## src/rtl/cond_pkg.sv

```systemverilog
// Shared condition-code and flag definitions for the condition unit and decode stage.
package cond_pkg;

   localparam logic [3:0] COND_EQ = 4'h0;
   localparam logic [3:0] COND_NE = 4'h1;
   localparam logic [3:0] COND_CS = 4'h2;
   localparam logic [3:0] COND_CC = 4'h3;
   localparam logic [3:0] COND_MI = 4'h4;
   localparam logic [3:0] COND_PL = 4'h5;
   localparam logic [3:0] COND_VS = 4'h6;
   localparam logic [3:0] COND_VC = 4'h7;
   localparam logic [3:0] COND_HI = 4'h8;
   localparam logic [3:0] COND_LS = 4'h9;
   localparam logic [3:0] COND_GE = 4'hA;
   localparam logic [3:0] COND_LT = 4'hB;
   localparam logic [3:0] COND_GT = 4'hC;
   localparam logic [3:0] COND_LE = 4'hD;
   localparam logic [3:0] COND_AL = 4'hE;
   localparam logic [3:0] COND_NV = 4'hF;

   localparam int unsigned FLAG_N = 3;
   localparam int unsigned FLAG_Z = 2;
   localparam int unsigned FLAG_C = 1;
   localparam int unsigned FLAG_V = 0;

endpackage

```

## src/rtl/cond_unit_if.sv

```systemverilog
// Flag writeback, condition request and result bundle between the pipeline and cond_unit.
interface cond_unit_if;
   logic       flag_issue;
   logic       flag_we;
   logic [3:0] flag_mask;
   logic       alu_n;
   logic       alu_z;
   logic       alu_c;
   logic       alu_v;
   logic       cond_valid;
   logic [3:0] cond;
   logic       cond_ready;
   logic       exec_valid;
   logic       exec;
   logic [3:0] flags;
   logic       carry;
   logic       pend_err;

   modport master (
      output flag_issue, flag_we, flag_mask, alu_n, alu_z, alu_c, alu_v, cond_valid, cond,
      input  cond_ready, exec_valid, exec, flags, carry, pend_err
   );

   modport slave (
      input  flag_issue, flag_we, flag_mask, alu_n, alu_z, alu_c, alu_v, cond_valid, cond,
      output cond_ready, exec_valid, exec, flags, carry, pend_err
   );
endinterface

```

## src/rtl/cond_eval.sv

```systemverilog
// Combinational ARM condition-code evaluator over an NZCV nibble.
module cond_eval
   import cond_pkg::*;
(
   input  logic [3:0] cond,
   input  logic [3:0] nzcv,
   output logic       pass
);
   logic n, z, c, v;

   assign n = nzcv[FLAG_N];
   assign z = nzcv[FLAG_Z];
   assign c = nzcv[FLAG_C];
   assign v = nzcv[FLAG_V];

   always_comb begin
      pass = 1'b0;
      case (cond)
         COND_EQ: pass = z;
         COND_NE: pass = ~z;
         COND_CS: pass = c;
         COND_CC: pass = ~c;
         COND_MI: pass = n;
         COND_PL: pass = ~n;
         COND_VS: pass = v;
         COND_VC: pass = ~v;
         COND_HI: pass = c & ~z;
         COND_LS: pass = ~c | z;
         COND_GE: pass = (n == v);
         COND_LT: pass = (n != v);
         COND_GT: pass = ~z & (n == v);
         COND_LE: pass = z | (n != v);
         COND_AL: pass = 1'b1;
         COND_NV: pass = 1'b0;
      endcase
   end
endmodule

```

## src/rtl/cond_unit.sv

```systemverilog
// NZCV status register with masked writeback merge, in-flight flag tracking and
// hazard-aware condition resolution with same-cycle writeback forwarding.
module cond_unit
   import cond_pkg::*;
#(
   parameter int unsigned MAX_PEND = 3,
   parameter int unsigned PEND_W   = 2
)
(
   input  logic        clk,
   input  logic        reset,
   cond_unit_if.slave  bus
);
   logic [3:0]        flags_q;
   logic [3:0]        alu_flags;
   logic [3:0]        nflags;
   logic [PEND_W-1:0] pend_cnt;
   logic              inc, dec, overflow, underflow;
   logic              ready, accept, pass;
   logic              exec_valid_q, exec_q, pend_err_q;

   assign alu_flags = {bus.alu_n, bus.alu_z, bus.alu_c, bus.alu_v};

   // Forwarded view: masked-off bits come from the register.
   assign nflags = bus.flag_we ? ((bus.flag_mask & alu_flags) | (~bus.flag_mask & flags_q))
                               : flags_q;

   assign inc       = bus.flag_issue & ~bus.flag_we;
   assign dec       = bus.flag_we & ~bus.flag_issue;
   assign overflow  = inc && (pend_cnt == PEND_W'(MAX_PEND));
   assign underflow = dec && (pend_cnt == '0);

   // An issue in the same cycle belongs to a later instruction and never stalls this request.
   assign ready  = (bus.cond == COND_AL) || (bus.cond == COND_NV) || (pend_cnt == '0) ||
                   ((pend_cnt == PEND_W'(1)) && bus.flag_we);
   assign accept = bus.cond_valid & ready;

   cond_eval u_eval (
      .cond (bus.cond),
      .nzcv (nflags),
      .pass (pass)
   );

   always_ff @(posedge clk) begin
      if (!reset) begin
         flags_q      <= '0;
         pend_cnt     <= '0;
         exec_valid_q <= 1'b0;
         exec_q       <= 1'b0;
         pend_err_q   <= 1'b0;
      end else begin
         flags_q      <= nflags;
         exec_valid_q <= accept;
         if (accept) exec_q <= pass;
         if (overflow || underflow) pend_err_q <= 1'b1;
         else if (inc)              pend_cnt   <= pend_cnt + PEND_W'(1);
         else if (dec)              pend_cnt   <= pend_cnt - PEND_W'(1);
      end
   end

   assign bus.cond_ready = ready;
   assign bus.exec_valid = exec_valid_q;
   assign bus.exec       = exec_q;
   assign bus.flags      = flags_q;
   assign bus.carry      = flags_q[FLAG_C];
   assign bus.pend_err   = pend_err_q;
endmodule

```

## src/flat_wrapper.sv

```systemverilog
// flat-port wrapper written by rule: the top's interface ports become plain ports
module cond_unit_flat import cond_pkg::*;
#(
   parameter int unsigned MAX_PEND = 3,
   parameter int unsigned PEND_W   = 2
)
  (clk, reset, bus_flag_issue, bus_flag_we, bus_flag_mask, bus_alu_n, bus_alu_z, bus_alu_c, bus_alu_v, bus_cond_valid, bus_cond, bus_cond_ready, bus_exec_valid, bus_exec, bus_flags, bus_carry, bus_pend_err);
  cond_unit_if bus_i ();
  input  logic clk;
  input  logic reset;
  input wire logic [$bits(bus_i.flag_issue)-1:0] bus_flag_issue;
  input wire logic [$bits(bus_i.flag_we)-1:0] bus_flag_we;
  input wire logic [$bits(bus_i.flag_mask)-1:0] bus_flag_mask;
  input wire logic [$bits(bus_i.alu_n)-1:0] bus_alu_n;
  input wire logic [$bits(bus_i.alu_z)-1:0] bus_alu_z;
  input wire logic [$bits(bus_i.alu_c)-1:0] bus_alu_c;
  input wire logic [$bits(bus_i.alu_v)-1:0] bus_alu_v;
  input wire logic [$bits(bus_i.cond_valid)-1:0] bus_cond_valid;
  input wire logic [$bits(bus_i.cond)-1:0] bus_cond;
  output wire logic [$bits(bus_i.cond_ready)-1:0] bus_cond_ready;
  output wire logic [$bits(bus_i.exec_valid)-1:0] bus_exec_valid;
  output wire logic [$bits(bus_i.exec)-1:0] bus_exec;
  output wire logic [$bits(bus_i.flags)-1:0] bus_flags;
  output wire logic [$bits(bus_i.carry)-1:0] bus_carry;
  output wire logic [$bits(bus_i.pend_err)-1:0] bus_pend_err;
  assign bus_i.flag_issue = bus_flag_issue;
  assign bus_i.flag_we = bus_flag_we;
  assign bus_i.flag_mask = bus_flag_mask;
  assign bus_i.alu_n = bus_alu_n;
  assign bus_i.alu_z = bus_alu_z;
  assign bus_i.alu_c = bus_alu_c;
  assign bus_i.alu_v = bus_alu_v;
  assign bus_i.cond_valid = bus_cond_valid;
  assign bus_i.cond = bus_cond;
  assign bus_cond_ready = bus_i.cond_ready;
  assign bus_exec_valid = bus_i.exec_valid;
  assign bus_exec = bus_i.exec;
  assign bus_flags = bus_i.flags;
  assign bus_carry = bus_i.carry;
  assign bus_pend_err = bus_i.pend_err;
  cond_unit #(.MAX_PEND(MAX_PEND), .PEND_W(PEND_W)) u_core (.clk(clk), .reset(reset), .bus(bus_i));
endmodule
```

## config.mk

```make
export PLATFORM = sky130hd
export DESIGN_NAME = cond_unit_flat
export DESIGN_NICKNAME = d
export VERILOG_FILES = /design/src/rtl/cond_pkg.sv /design/src/rtl/cond_unit_if.sv /design/src/rtl/cond_eval.sv /design/src/rtl/cond_unit.sv /design/src/flat_wrapper.sv
export SDC_FILE = /design/constraint.sdc
export NUM_CORES = 1
export LEC_CHECK = 0
export ABC_AREA = 0
export BUFFER_PORTS_ARGS = -buffer_cell sky130_fd_sc_hd__clkbuf_2
export CORE_MARGIN = 10
export CORE_UTILIZATION = 45
export DETAILED_ROUTE_END_ITERATION = 7
export GPL_TIMING_DRIVEN = 0
export PLACE_DENSITY = 0.76
export RECOVER_POWER = 25
export SLEW_MARGIN = 15
export SYNTH_ARGS = -nofsm -noshare
export SYNTH_HDL_FRONTEND = slang
export SYNTH_HIERARCHICAL = 1
export SYNTH_SLANG_ARGS = --single-unit
```

## constraint.sdc

```tcl
create_clock -name clk -period 2.65 [get_ports clk]
set_input_delay 0.795 -clock clk [delete_from_list [all_inputs] [get_ports clk]]
set_output_delay 0.795 -clock clk [all_outputs]
set_load 0.005 [all_outputs]
```

==> impl_metrics.env <==
export IMPL_outcome="completed"
export IMPL_vias=565
export IMPL_slew_violations=0
export IMPL_drt_total_wl_mm=1.43
export IMPL_r2r_end="u_core/bus.exec"
export IMPL_avgViaCountPerCell=5.00
export IMPL_syn_num_nets=92
export IMPL_cts_tree="built"
export IMPL_syn_cell_area_um2=621
export IMPL_antenna_found_initial=0
export IMPL_hold_viol=0
export IMPL_post_route_period_util_pct=89.8
export IMPL_maxCapViolations=0
export IMPL_critPathCaptureType="flip-flop"
export IMPL_worst_pin_slew_ns=0.313
export IMPL_synthArstFlopShare_pct=0
export IMPL_irDropWorstVdd_mv=0.336
export IMPL_route_detailed_drc=0
export IMPL_drt_iter0_markers=8
export IMPL_place_inst=109
export IMPL_setup_viol=0
export IMPL_rsz0062_at_grt="no"
export IMPL_htree_levels=1
export IMPL_cts_hold_buf=0
export IMPL_synth_cell_types=27
export IMPL_synth_main_ff_cell="dfxtp_1"
export IMPL_hold_path_depth=2
export IMPL_pre_cts_ws_ns=-0.0151
export IMPL_cp_max_fo=7
export IMPL_io_buffers=24
export IMPL_grt_use_total_pct=8.79
export IMPL_cp_startpoint="bus_flag_we"
export IMPL_postCtsSetupBuffers=0
export IMPL_min_period_ns=2.38
export IMPL_critPathRequiredTime_ns=2.84
export IMPL_cp_start_kind="input pin"
export IMPL_grt_pass1_vias=580
export IMPL_antenna_left=0
export IMPL_path_clk_slew_ns=0.06
export IMPL_use_met2_pct=14.3
export IMPL_grt_pass1_wl_mm=2.42
export IMPL_grt_max_degree=11
export IMPL_synth_edf_count=0
export IMPL_leakage_nw=0.396
export IMPL_cts_resized=0
export IMPL_crit_cells=10
export IMPL_yosys_warnings=6
export IMPL_cp_top_family="compound AO/OA/AOI/OAI gates"
export IMPL_yosysSeqAreaShare_pct=29.0
export IMPL_die_area_um2=3260
export IMPL_place_hpwl_mm=1.21
export IMPL_r2r_setup_slack_ns=0.77
export IMPL_final_setup_worst_slack_ns=0.271
export IMPL_drive_gt1_share_pct=32.7
export IMPL_first_pass_iters=3
export IMPL_post_dp_cell_area_um2=759
export IMPL_fp_dieW_um=57.1
export IMPL_layout_common_cells="clkbuf_2, dfxtp_1, nand2_1, and2_1"
export IMPL_path_buf_inv=1
export IMPL_wl_per_cell_um=12.6
export IMPL_synth_area_per_cell_um2=8.87
export IMPL_reg2regPathDepth=8
export IMPL_root_buffer="clkbuf_4"
export IMPL_placementRows=13
export IMPL_powerDensity_nw_per_um2=510
export IMPL_path_cells="clkbuf_2, nand2_1, mux2_2, xor2_1, xor2_1, a2111oi_1, a311oi_1, o22ai_1, nand2_1, mux2i_1"
export IMPL_mostFrequentLayoutCell="clkbuf_2"
export IMPL_core_um2=1300
export IMPL_crit_type="in2reg"
export IMPL_nNetsFinal=121
export IMPL_slowest_delay_ns=0.40
export IMPL_post_route_cell_area_um2=786
export IMPL_cts_buffers=3
export IMPL_clk_latency_ns=0.26
export IMPL_ys_ff_latch=9
export IMPL_postSynthCellCount=70
export IMPL_io_pin_count=26
export IMPL_die_h_um=57.1
export IMPL_top_usage_layer="met2"
export IMPL_fin_skew_ns=0.00206
export IMPL_hold_path_class="reg2reg"
export IMPL_final_core_util_pct=60.4
export IMPL_gr_total_overflow=0
export IMPL_clock_sinks=9
export IMPL_crit_path_top_delay_cell="a2111oi_1"
export IMPL_area_growth_pct=26.6
export IMPL_max_slew_margin_rel_pct=79.0
export IMPL_arrival_ns=2.57
export IMPL_start_util_pct=47.7
export IMPL_power_uw=401
export IMPL_clk_path_buf_depth=2
export IMPL_antenna_diode_count=0
export IMPL_routabilityCongestion=0.812
export IMPL_use_met3_pct=6.19
export IMPL_regToRegStartpoint="u_core/bus.flags[0]"
export IMPL_fmax_mhz=420
export IMPL_grtUsageMet1_pct=9.81
export IMPL_crit_end="u_core/bus.exec"
export IMPL_stdcell_count=113
==> metrics by stage <==
stage / TNS (ns) / hold WS, ns
after floorplan: 0 / 0.451
after global placement: 0 / 0.456
after global routing: 0 / 0.510
final: 0 / 0.465
after CTS: 0 / 0.476
after detailed placement: -0.0151 / 0.468
==> layer usage <==
metal,vias up,wire length [µm],share of wire (%)
li1,297,-,-
met1,247,638,45
met2,21,633,44
met3,0,154,11
met4,0,0,0
met5,-,0,0
==> worst min-delay path, cell delays in order (launching register included) <==
cell and delay (ns):
dfxtp_1 0.31, nand2_1 0.05, mux2i_1 0.05
==> cell type report <==
type	count	area (µm²)
repair buffers	24	120
plain buffers	3	18.8
clock buffers	4	26.3
well taps	15	18.8
inverters	5	18.8
flip-flops and latches	9	180
multi-input cells	53	403
fillers	130	515
==> registers in the layout, summed over array words and instances (netlist names) <==
register,cells
u_core/pend_cnt,2
u_core/bus.exec_valid,1
u_core/bus.flags,4
u_core/bus.pend_err,1
u_core/bus.exec,1
==> where the power goes <==
part | switching [mW] | internal [mW] | total (mW) | leakage (nW)
Sequential | 0.00896 | 0.151 | 0.160 | 0.0740
Combinational | 0.0681 | 0.0689 | 0.137 | 0.307
Clock | 0.0462 | 0.0579 | 0.104 | 0.0150
==> cells in the mapped netlist, types with 3 or more instances <==
library cell,number,area share [%]
inv_1,5,3.0
dfxtp_1,9,29
ha_1,5,10
a21oi_1,4,3.2
nand2_1,7,4.2
mux2i_1,3,4.8
xor2_1,4,5.6
and2_1,7,7.1
mux2_2,4,7.3
==> cell families after synthesis <==
logic type / count (synthesis) / synth area share, %
AO/OA/AOI/OAI: 13 / 15.7
XOR/XNOR: 6 / 8.47
adder cells (fa/ha/maj): 5 / 10.1
buffers and inverters: 8 / 6.05
flip-flops: 9 / 29.0
multiplexers: 7 / 12.1
AND/OR/NAND/NOR: 22 / 18.5
==> worst min-delay path by stage <==
stage                           end             from
CTS                 u_core/bus.exec  u_core/bus.exec
global placement    u_core/bus.exec  u_core/bus.exec
finish              u_core/bus.exec  u_core/bus.exec
global route        u_core/bus.exec  u_core/bus.exec
floorplan           u_core/bus.exec  u_core/bus.exec
detailed placement  u_core/bus.exec  u_core/bus.exec
(Power assumes the default switching activity.)
